## src/rtl/axis_lane_resizer_if.sv

```systemverilog
// AXI-Stream lane bus for the resizer datapath.
// Lane-granular tdata with per-lane tkeep.
interface axis_lane_resizer_if #(
  parameter int LANE_W = 8,
  parameter int LANES  = 1
) ();
  logic                      tvalid;
  logic                      tready;
  logic [LANES*LANE_W-1:0]   tdata;
  logic [LANES-1:0]          tkeep;
  logic                      tlast;

  modport master (
    output tvalid, tdata, tkeep, tlast,
    input  tready
  );

  modport slave (
    input  tvalid, tdata, tkeep, tlast,
    output tready
  );
endinterface

```

## src/rtl/axis_lane_resizer.sv

```systemverilog
// AXI-Stream lane resizer: compacts kept lanes into a
// circular lane buffer and emits packet-bounded beats.
module axis_lane_resizer #(
  parameter int T_DATA_WIDTH = 8,
  parameter int S_KEEP_WIDTH = 3,
  parameter int M_KEEP_WIDTH = 2,
  parameter int DEPTH        = 16
) (
  input  logic                         clk,
  input  logic                         rst_n,
  axis_lane_resizer_if.slave           s_axis,
  axis_lane_resizer_if.master          m_axis,
  output logic [$clog2(DEPTH+1)-1:0]   level,
  output logic                         null_last_err
);
  localparam int W  = T_DATA_WIDTH;
  localparam int S  = S_KEEP_WIDTH;
  localparam int M  = M_KEEP_WIDTH;
  localparam int CW = $clog2(DEPTH+1);
  localparam int PW = (DEPTH > 1) ? $clog2(DEPTH) : 1;
  localparam int AW = CW + 1;

  localparam logic [AW-1:0] DEP = AW'(DEPTH);
  localparam logic [AW-1:0] SK  = AW'(S);
  localparam logic [AW-1:0] MK  = AW'(M);

  logic          run;
  logic [PW-1:0] wp;
  logic [PW-1:0] rp;
  logic [CW-1:0] cnt;

  logic [W-1:0]  mem_d [DEPTH];
  logic          mem_l [DEPTH];

  logic [AW-1:0] wp_x;
  logic [AW-1:0] rp_x;
  logic [AW-1:0] cnt_x;

  logic [AW-1:0] off  [S];
  logic [PW-1:0] widx [S];
  logic [AW-1:0] k;

  logic [PW-1:0] ridx [M];
  logic [AW-1:0] n;
  logic [AW-1:0] jl;
  logic [AW-1:0] len;
  logic          hit;
  logic          mv;

  logic [M*W-1:0] od;
  logic [M-1:0]   ok;

  logic          wr;
  logic          rd;
  logic [CW-1:0] cnt_nx;

  function automatic logic [PW-1:0] wrap(
    input logic [AW-1:0] a
  );
    return PW'((a >= DEP) ? a - DEP : a);
  endfunction

  assign wp_x  = {{(AW-PW){1'b0}}, wp};
  assign rp_x  = {{(AW-PW){1'b0}}, rp};
  assign cnt_x = {1'b0, cnt};

  assign s_axis.tready = run && ((DEP - cnt_x) >= SK);

  assign wr = s_axis.tvalid && s_axis.tready;
  assign rd = mv && m_axis.tready;

  // Compact kept lanes: each kept lane gets the next slot after wp.
  always_comb begin
    k = '0;
    for (int i = 0; i < S; i++) begin
      off[i]  = k;
      widx[i] = wrap(wp_x + k);
      if (s_axis.tkeep[i]) k = k + AW'(1);
    end
  end

  // Head scan: stop the beat at the first stored last flag.
  always_comb begin
    n   = (cnt_x >= MK) ? MK : cnt_x;
    hit = 1'b0;
    jl  = MK;
    for (int i = 0; i < M; i++) begin
      ridx[i] = wrap(rp_x + AW'(i));
      if (!hit && (AW'(i) < n) && mem_l[ridx[i]]) begin
        hit = 1'b1;
        jl  = AW'(i + 1);
      end
    end
  end

  assign mv  = hit || (cnt_x >= MK);
  assign len = mv ? jl : '0;

  // Output lanes packed from lane 0, unused lanes forced to zero.
  always_comb begin
    od = '0;
    ok = '0;
    for (int i = 0; i < M; i++) begin
      if (AW'(i) < len) begin
        od[i*W +: W] = mem_d[ridx[i]];
        ok[i]        = 1'b1;
      end
    end
  end

  assign m_axis.tvalid = mv;
  assign m_axis.tdata  = od;
  assign m_axis.tkeep  = ok;
  assign m_axis.tlast  = hit;

  assign cnt_nx = CW'(cnt_x + (wr ? k : '0) - (rd ? jl : '0));
  assign level  = cnt;

  // Lane storage; only the final kept lane carries tlast.
  always_ff @(posedge clk) begin
    if (wr) begin
      for (int i = 0; i < S; i++) begin
        if (s_axis.tkeep[i]) begin
          mem_d[widx[i]] <= s_axis.tdata[i*W +: W];
          mem_l[widx[i]] <= s_axis.tlast && (off[i] == k - AW'(1));
        end
      end
    end
  end

  // Pointers, occupancy, run enable and the null-last pulse.
  always_ff @(posedge clk or negedge rst_n) begin
    if (!rst_n) begin
      run           <= 1'b0;
      wp            <= '0;
      rp            <= '0;
      cnt           <= '0;
      null_last_err <= 1'b0;
    end else begin
      run <= 1'b1;
      if (wr) wp <= wrap(wp_x + k);
      if (rd) rp <= wrap(rp_x + jl);
      cnt           <= cnt_nx;
      null_last_err <= wr && (s_axis.tkeep == '0)
                       && s_axis.tlast;
    end
  end
endmodule

```

## src/flat_wrapper.sv

```systemverilog
// flat-port wrapper written by rule: the top's interface ports become plain ports
module axis_lane_resizer_flat 
#(
  parameter int T_DATA_WIDTH = 8,
  parameter int S_KEEP_WIDTH = 3,
  parameter int M_KEEP_WIDTH = 2,
  parameter int DEPTH        = 16
)
  (clk, rst_n, level, null_last_err, s_axis_tvalid, s_axis_tdata, s_axis_tkeep, s_axis_tlast, s_axis_tready, m_axis_tvalid, m_axis_tdata, m_axis_tkeep, m_axis_tlast, m_axis_tready);
  axis_lane_resizer_if #(.LANE_W((8)), .LANES((3))) s_axis_i ();
  axis_lane_resizer_if #(.LANE_W((8)), .LANES((2))) m_axis_i ();
  input  logic clk;
  input  logic rst_n;
  output logic [$clog2(DEPTH+1)-1:0] level;
  output logic null_last_err;
  input wire logic [$bits(s_axis_i.tvalid)-1:0] s_axis_tvalid;
  input wire logic [$bits(s_axis_i.tdata)-1:0] s_axis_tdata;
  input wire logic [$bits(s_axis_i.tkeep)-1:0] s_axis_tkeep;
  input wire logic [$bits(s_axis_i.tlast)-1:0] s_axis_tlast;
  output wire logic [$bits(s_axis_i.tready)-1:0] s_axis_tready;
  output wire logic [$bits(m_axis_i.tvalid)-1:0] m_axis_tvalid;
  output wire logic [$bits(m_axis_i.tdata)-1:0] m_axis_tdata;
  output wire logic [$bits(m_axis_i.tkeep)-1:0] m_axis_tkeep;
  output wire logic [$bits(m_axis_i.tlast)-1:0] m_axis_tlast;
  input wire logic [$bits(m_axis_i.tready)-1:0] m_axis_tready;
  assign s_axis_i.tvalid = s_axis_tvalid;
  assign s_axis_i.tdata = s_axis_tdata;
  assign s_axis_i.tkeep = s_axis_tkeep;
  assign s_axis_i.tlast = s_axis_tlast;
  assign s_axis_tready = s_axis_i.tready;
  assign m_axis_tvalid = m_axis_i.tvalid;
  assign m_axis_tdata = m_axis_i.tdata;
  assign m_axis_tkeep = m_axis_i.tkeep;
  assign m_axis_tlast = m_axis_i.tlast;
  assign m_axis_i.tready = m_axis_tready;
  axis_lane_resizer #(.T_DATA_WIDTH(T_DATA_WIDTH), .S_KEEP_WIDTH(S_KEEP_WIDTH), .M_KEEP_WIDTH(M_KEEP_WIDTH), .DEPTH(DEPTH)) u_core (.clk(clk), .rst_n(rst_n), .s_axis(s_axis_i), .m_axis(m_axis_i), .level(level), .null_last_err(null_last_err));
endmodule
```

## config.mk

```make
export PLATFORM = sky130hd
export DESIGN_NAME = axis_lane_resizer_flat
export DESIGN_NICKNAME = d
export VERILOG_FILES = /design/src/rtl/axis_lane_resizer_if.sv /design/src/rtl/axis_lane_resizer.sv /design/src/flat_wrapper.sv
export SDC_FILE = /design/constraint.sdc
export NUM_CORES = 1
export LEC_CHECK = 0
export CELL_PAD_IN_SITES_DETAIL_PLACEMENT = 1
export CELL_PAD_IN_SITES_GLOBAL_PLACEMENT = 1
export CORE_ASPECT_RATIO = 0.5
export CORE_MARGIN = 5
export CORE_UTILIZATION = 30
export DETAILED_ROUTE_END_ITERATION = 10
export DONT_BUFFER_PORTS = 1
export PLACE_DENSITY_LB_ADDON = 0.1
export SLEW_MARGIN = 20
export SYNTH_ARGS = -nofsm -noshare
export SYNTH_HDL_FRONTEND = slang
export SYNTH_SLANG_ARGS = --single-unit
export TNS_END_PERCENT = 20
```

## constraint.sdc

```tcl
create_clock -name clk -period 4.8 [get_ports clk]
set_input_delay 1.2 -clock clk [delete_from_list [all_inputs] [get_ports clk]]
set_output_delay 1.2 -clock clk [all_outputs]
set_load 0.02 [all_outputs]
```

* Word level (Yosys, flattened, before mapping) *
Memories as Yosys holds them, arrays and structs flattened.
Cells that the tools add are included.

operators by class
  reduce and logical (&&, ||, !) cells = 15
  div/mod/pow operators = 0
  shift operators = 0
  multiplexer cells = 31
  bitwise operators = 0
  equality and inequality tests = 2
  $add $sub $neg = 18
  order comparisons = 13
  multiply operators = 0

operators by type and width
  cell                 number
  $mux 4               7
  $sub 4x1->4 const B  7
  $lt 1x6->1 const A   4
  $mux 8               2
  $ge 5x5->1 const B   3
  $mux 1               14
  $add 4x6->6          2
  $eq 6x6->1           2
  $ge 6x5->1 const B   2
  $mux 6               2
  $logic_and 1x1->1    11
  $ge 4x5->1 const B   2
  $mux 5               2
  $mux 2               4
  $add 6x1->6 const B  1
  $ge 6x2->1 const B   1
  $logic_not 6->1      1
  $sub 5x5->6 const A  1
  $sub 6x1->6 const B  1
  $add 4x1->5          1
  $add 4x1->5 const B  1
  $add 4x2->5          1
  $add 5x5->5          1
  $ge 5x2->1 const B   1
  5 further kinds      5

storage, ports and cells
  flip-flop bits (word level) = 15
  ROM bits = 0
  bits in latches = 0
  bits in writable memories = 144
  memories kept = 2
  word-level logic and storage cells = 86

memories
  name          depth  width  read ports  clocked after memory_dff  wr ports  line                     text
  u_core.mem_d  16     8      2           0                         3         axis_lane_resizer.sv:32  logic [W-1:0] mem_d [DEPTH];
  u_core.mem_l  16     1      2           0                         3         axis_lane_resizer.sv:33  logic mem_l [DEPTH];

* Depth between registers and ports, before layout *
  depth after elaboration = 13
  gate-level depth with buffers = 15

* Least setup slack after synthesis *
No wires, ideal clock.

  path type = input to register
  start = in s_axis_tkeep[0]
  end = mem u_core.mem_d[14][0] in the netlist's numbering, enable pin
  slack = 787 ps
  buffers on the path = 3
  cell stages on the path = 11
  data arrival time = 3679 ps
  library setup time = 334 ps
  cells stage by stage = inv_1 > ha_1 > ha_1 > fa_1 > clkbuf_1 > nand2b_1 > clkbuf_1 > nor3_2 > clkbuf_1 > nor2_1 > nand2_1

RTL lines
  what             line                     text
  start, declared  flat_wrapper.sv:18       input wire logic [$bits(s_axis_i.tkeep)-1:0] s_axis_tkeep;
  end, declared    axis_lane_resizer.sv:32

* Worst setup path after layout *
  start = reg u_core.rp[0]
  end = out m_axis_tdata[15]

on the way
  cells in the longest elaborated chain, start to end = 13
  elaborated cells on any way between the ends = 21

RTL lines
  what                                                 line                      text
  start, declared                                      axis_lane_resizer.sv:29   logic [PW-1:0] rp;
  start signal, assigned                               axis_lane_resizer.sv:142  if (rd) rp <= wrap(rp_x + jl);
  branches (longest 12 deep; another with $lt 1x6->1)  -
  $mux 8 *                                             axis_lane_resizer.sv:104  if (AW'(i) < len) begin
  end, declared                                        flat_wrapper.sv:22        output wire logic [$bits(m_axis_i.tdata)-1:0] m_axis_tdata;

Every way passes the cells marked *.

==> impl_metrics.csv <==
group,metric,value,unit
worst_setup_path,end_kind,"output port",
worst_setup_path,r2r_slack,0.62,ns
grt,grtUsageTotal,23.16,%
layout,antenna_cells,0,
grt,grt_pass1_wl,70850,um
yosys,synth_top_family_by_area,"multiplexers",
placement,routabilityCongestion,0.8588,
detailed_routing,initialDrtViolationCount,946,
worst_setup_path,critPathRequiredTime,3.60,ns
detailed_routing,viasPerCell,5.786,
grt,grt_util_met3,7.371,%
grt,grt_max_degree,42,
yosys,ys_async_sr_fraction,9.434,%
layout,area_growth,12.20,%
floorplan,die_h,150.1,um
power_and_ir_drop,power_density,598.0,mW/mm^2
sta,fin_setup_tns,0,ns
yosys,synth_top_area_share,36.73,%
grt,antenna_found_initial,2,
floorplan,io_pins,59,
yosys,synth-compound-area-share,9.502,%
floorplan,die_width,290.2,um
yosys,syn-cell-area,0.01177,mm^2
sta,rsz0062_at_grt,"false",
power_and_ir_drop,cellLeakagePower,5.012,nW
cts,cts.htree.levels,4,
layout,layout.nets,1102,
floorplan,num_rows,51,
sta,fin_crit_sh,94.26,%
yosys,synth-seq-cells,159,
grt,grt_overflow,0,
sta,skew,0.01204,ns
layout,final_util,34.05,%
yosys,synth_ff_type,"edfxtp_1",
power_and_ir_drop,vdd_drop_max,0.0003482,V
yosys,syn_inst,1043,
detailed_routing,wl,50260,um
yosys,synthTopCellsByArea,"edfxtp_1, mux4_2, mux2i_1",
placement,pre_cts_slack,0.5977,ns
worst_setup_path,startpoint_type,"flop",
floorplan,die_area,0.04354,mm^2
yosys,yosysSeqAreaShare,39.92,%
layout,drive_above_1_share,22.24,%
sta,slew-limit-headroom,44.56,%
grt,use_met1,33.18,%
placement,dp.final_hpwl,34130,um
grt,grt_pass1_vias,9318,
detailed_routing,vias,9153,
yosys,ys_warn_count,0,
sta,holdWs,0.4282,ns
yosys,syn_avg_cell_area,11.29,um^2
yosys,synthMuxAreaShare,27.72,%
worst_setup_path,crit_type,"flop to output port",
cts,cts_tree,"yes",
detailed_routing,drt_pass1_iterations,5,
layout,final_common_cell,"nand2_1",
cts,cts_sinks,159,
yosys,yosys.area_share.adder,3.677,%
cts,clockRootBuffer,"clkbuf_16",
worst_setup_path,r2r_end,"u_core.level[4]",
detailed_routing,drc,0,
cts,cts.path.max_buffers,2,
yosys,synthXorXnorAreaFrac,1.329,%
grt,grt-busiest-layer,"met2",
cts,numCtsBuffers,17,
worst_setup_path,r2r_cells,14,
sta,setup_viol,0,
sta,fmax,221.0,MHz
yosys,yosysTopAreaCell,"edfxtp_1",
worst_hold_path,min_path_type,"primary input to async pin",
yosys,synth-simple-area-share,13.35,%
yosys,synth_nets,1106,
worst_setup_path,crit_fanout,20,
yosys,ys_types,63,
grt,grtUsageMet2,33.98,%
detailed_routing,postRouteAntennaNets,0,
detailed_routing,wl_per_cell,31.77,um
floorplan,initial_core_util,30.34,%
status,status,"finished clean",
cts,insertion_delay,0.46,ns
yosys,synth_edf_count,144,
run,maxCapViolCount,0,
cts,clk_pin_slew,0.07,ns
power_and_ir_drop,p_total,0.007899,W
placement,io_buffers,0,
sta,hold_viol,0,
cts,cts_resized,0,
worst_setup_path,timing.rr.start,"u_core.rp[0]",
sta,fin_crit,4.525,ns
sta,tightest_slew,0.8298,ns
floorplan,core,0.03880,mm^2
sta,fin_ws,0.2753,ns
layout,layout_common_cells,"nand2_1, edfxtp_1, mux2i_1, o21ai_0, mux4_2",
sta,drv_slew,0,
worst_setup_path,worst_ep_arrival_time,3.32,ns
cts,postCtsHoldBufs,0,
cts,cts_setup_buffers,0,
[how the worst max path moves through the flow]
stage	start	to	slack, ns
final	u_core.rp[0]	m_axis_tdata[15]	0.28
after global routing	u_core.level[3]	m_axis_tdata[9]	0.11
after floorplan	s_axis_tkeep[0]	u_core.mem_d[14][0]	0.79
after global placement	s_axis_tkeep[0]	u_core.mem_d[7][0]	0.65
after CTS	u_core.rp[0]	m_axis_tdata[15]	0.19
after detailed placement	s_axis_tkeep[0]	u_core.mem_d[7][4]	0.60
[worst max-delay path, cell delays in order (launching register included)]
cell	delay, ns
dfrtp_4	0.50
ha_2	0.51
buf_4	0.43
mux4_2	0.57
mux4_2	0.50
nor2b_1	0.18
buf_4	0.17
[sequential cells by signal, indices dropped and copies added (netlist names)]
signal / flops
u_core.level: 5
u_core.run: 1
u_core.mem_d: 128
u_core.wp: 4
u_core.rp: 4
u_core.mem_l: 16
u_core.null_last_err: 1
[power breakdown]
| group | internal (W) | leakage [nW] | switching [W] | total, W |
|---|---|---|---|---|
| logic | 0.00197 | 3.24 | 0.00253 | 0.00450 |
| registers | 0.00171 | 1.48 | 0.000202 | 0.00191 |
| clock network | 0.000829 | 0.295 | 0.000661 | 0.00149 |
[stage by stage]
step | instance area (um^2) | std cells
2_1_floorplan | 11770 | 1043
3_3_place_gp | 12600 | 1550
3_5_place_dp | 12600 | 1550
4_1_cts | 13210 | 1582
5_1_grt | 13210 | 1582
6_report | 13210 | 1582
[cells by family (layout without fill, tap and decap cells)]
kind of cell | count (synthesis) | in the layout
xor+xnor | 17 | 17
buf+inv | 119 | 128
simple gates | 298 | 298
fa+ha+maj | 31 | 31
flops | 159 | 159
compound gates | 195 | 195
other cells | 1 | 1
mux | 223 | 223
[synth_stat cells (all sizes together), types with 3 or more instances]
cell type	instances
a22oi	7
mux4	82
edfxtp	144
nor4b	3
nor3	20
and3	5
inv	26
xor2	8
dfrtp	15
a31oi	10
xnor2	9
a21oi	23
o21ai	126
a2111oi	4
nand2b	7
or3	4
mux2i	137
nand2	170
and4	3
o21bai	3
buf	50
ha	25
nand3	8
nor2	37
a211oi	6
nor2b	24
nor4	7
a21o	3
mux2	4
o22ai	3
fa	6
clkbuf	43
[per-layer routing]
metal	vias to the layer above	wire length, um
li1	3902	-
met4	0	1113
met3	54	4630
met5	-	0
met1	4801	23730
met2	396	20790
[cell type report]
class                      count  area, um^2
clock buffer                  17       425.4
clock inverter                15       183.9
fill                        4258       25590
inverter                      26       97.59
multi-input combinational    765        6596
sequential                   159        4705
tap                          530       663.1
timing repair buffer          70       538.0
No activity file was read; power rests on OpenSTA's default activity.
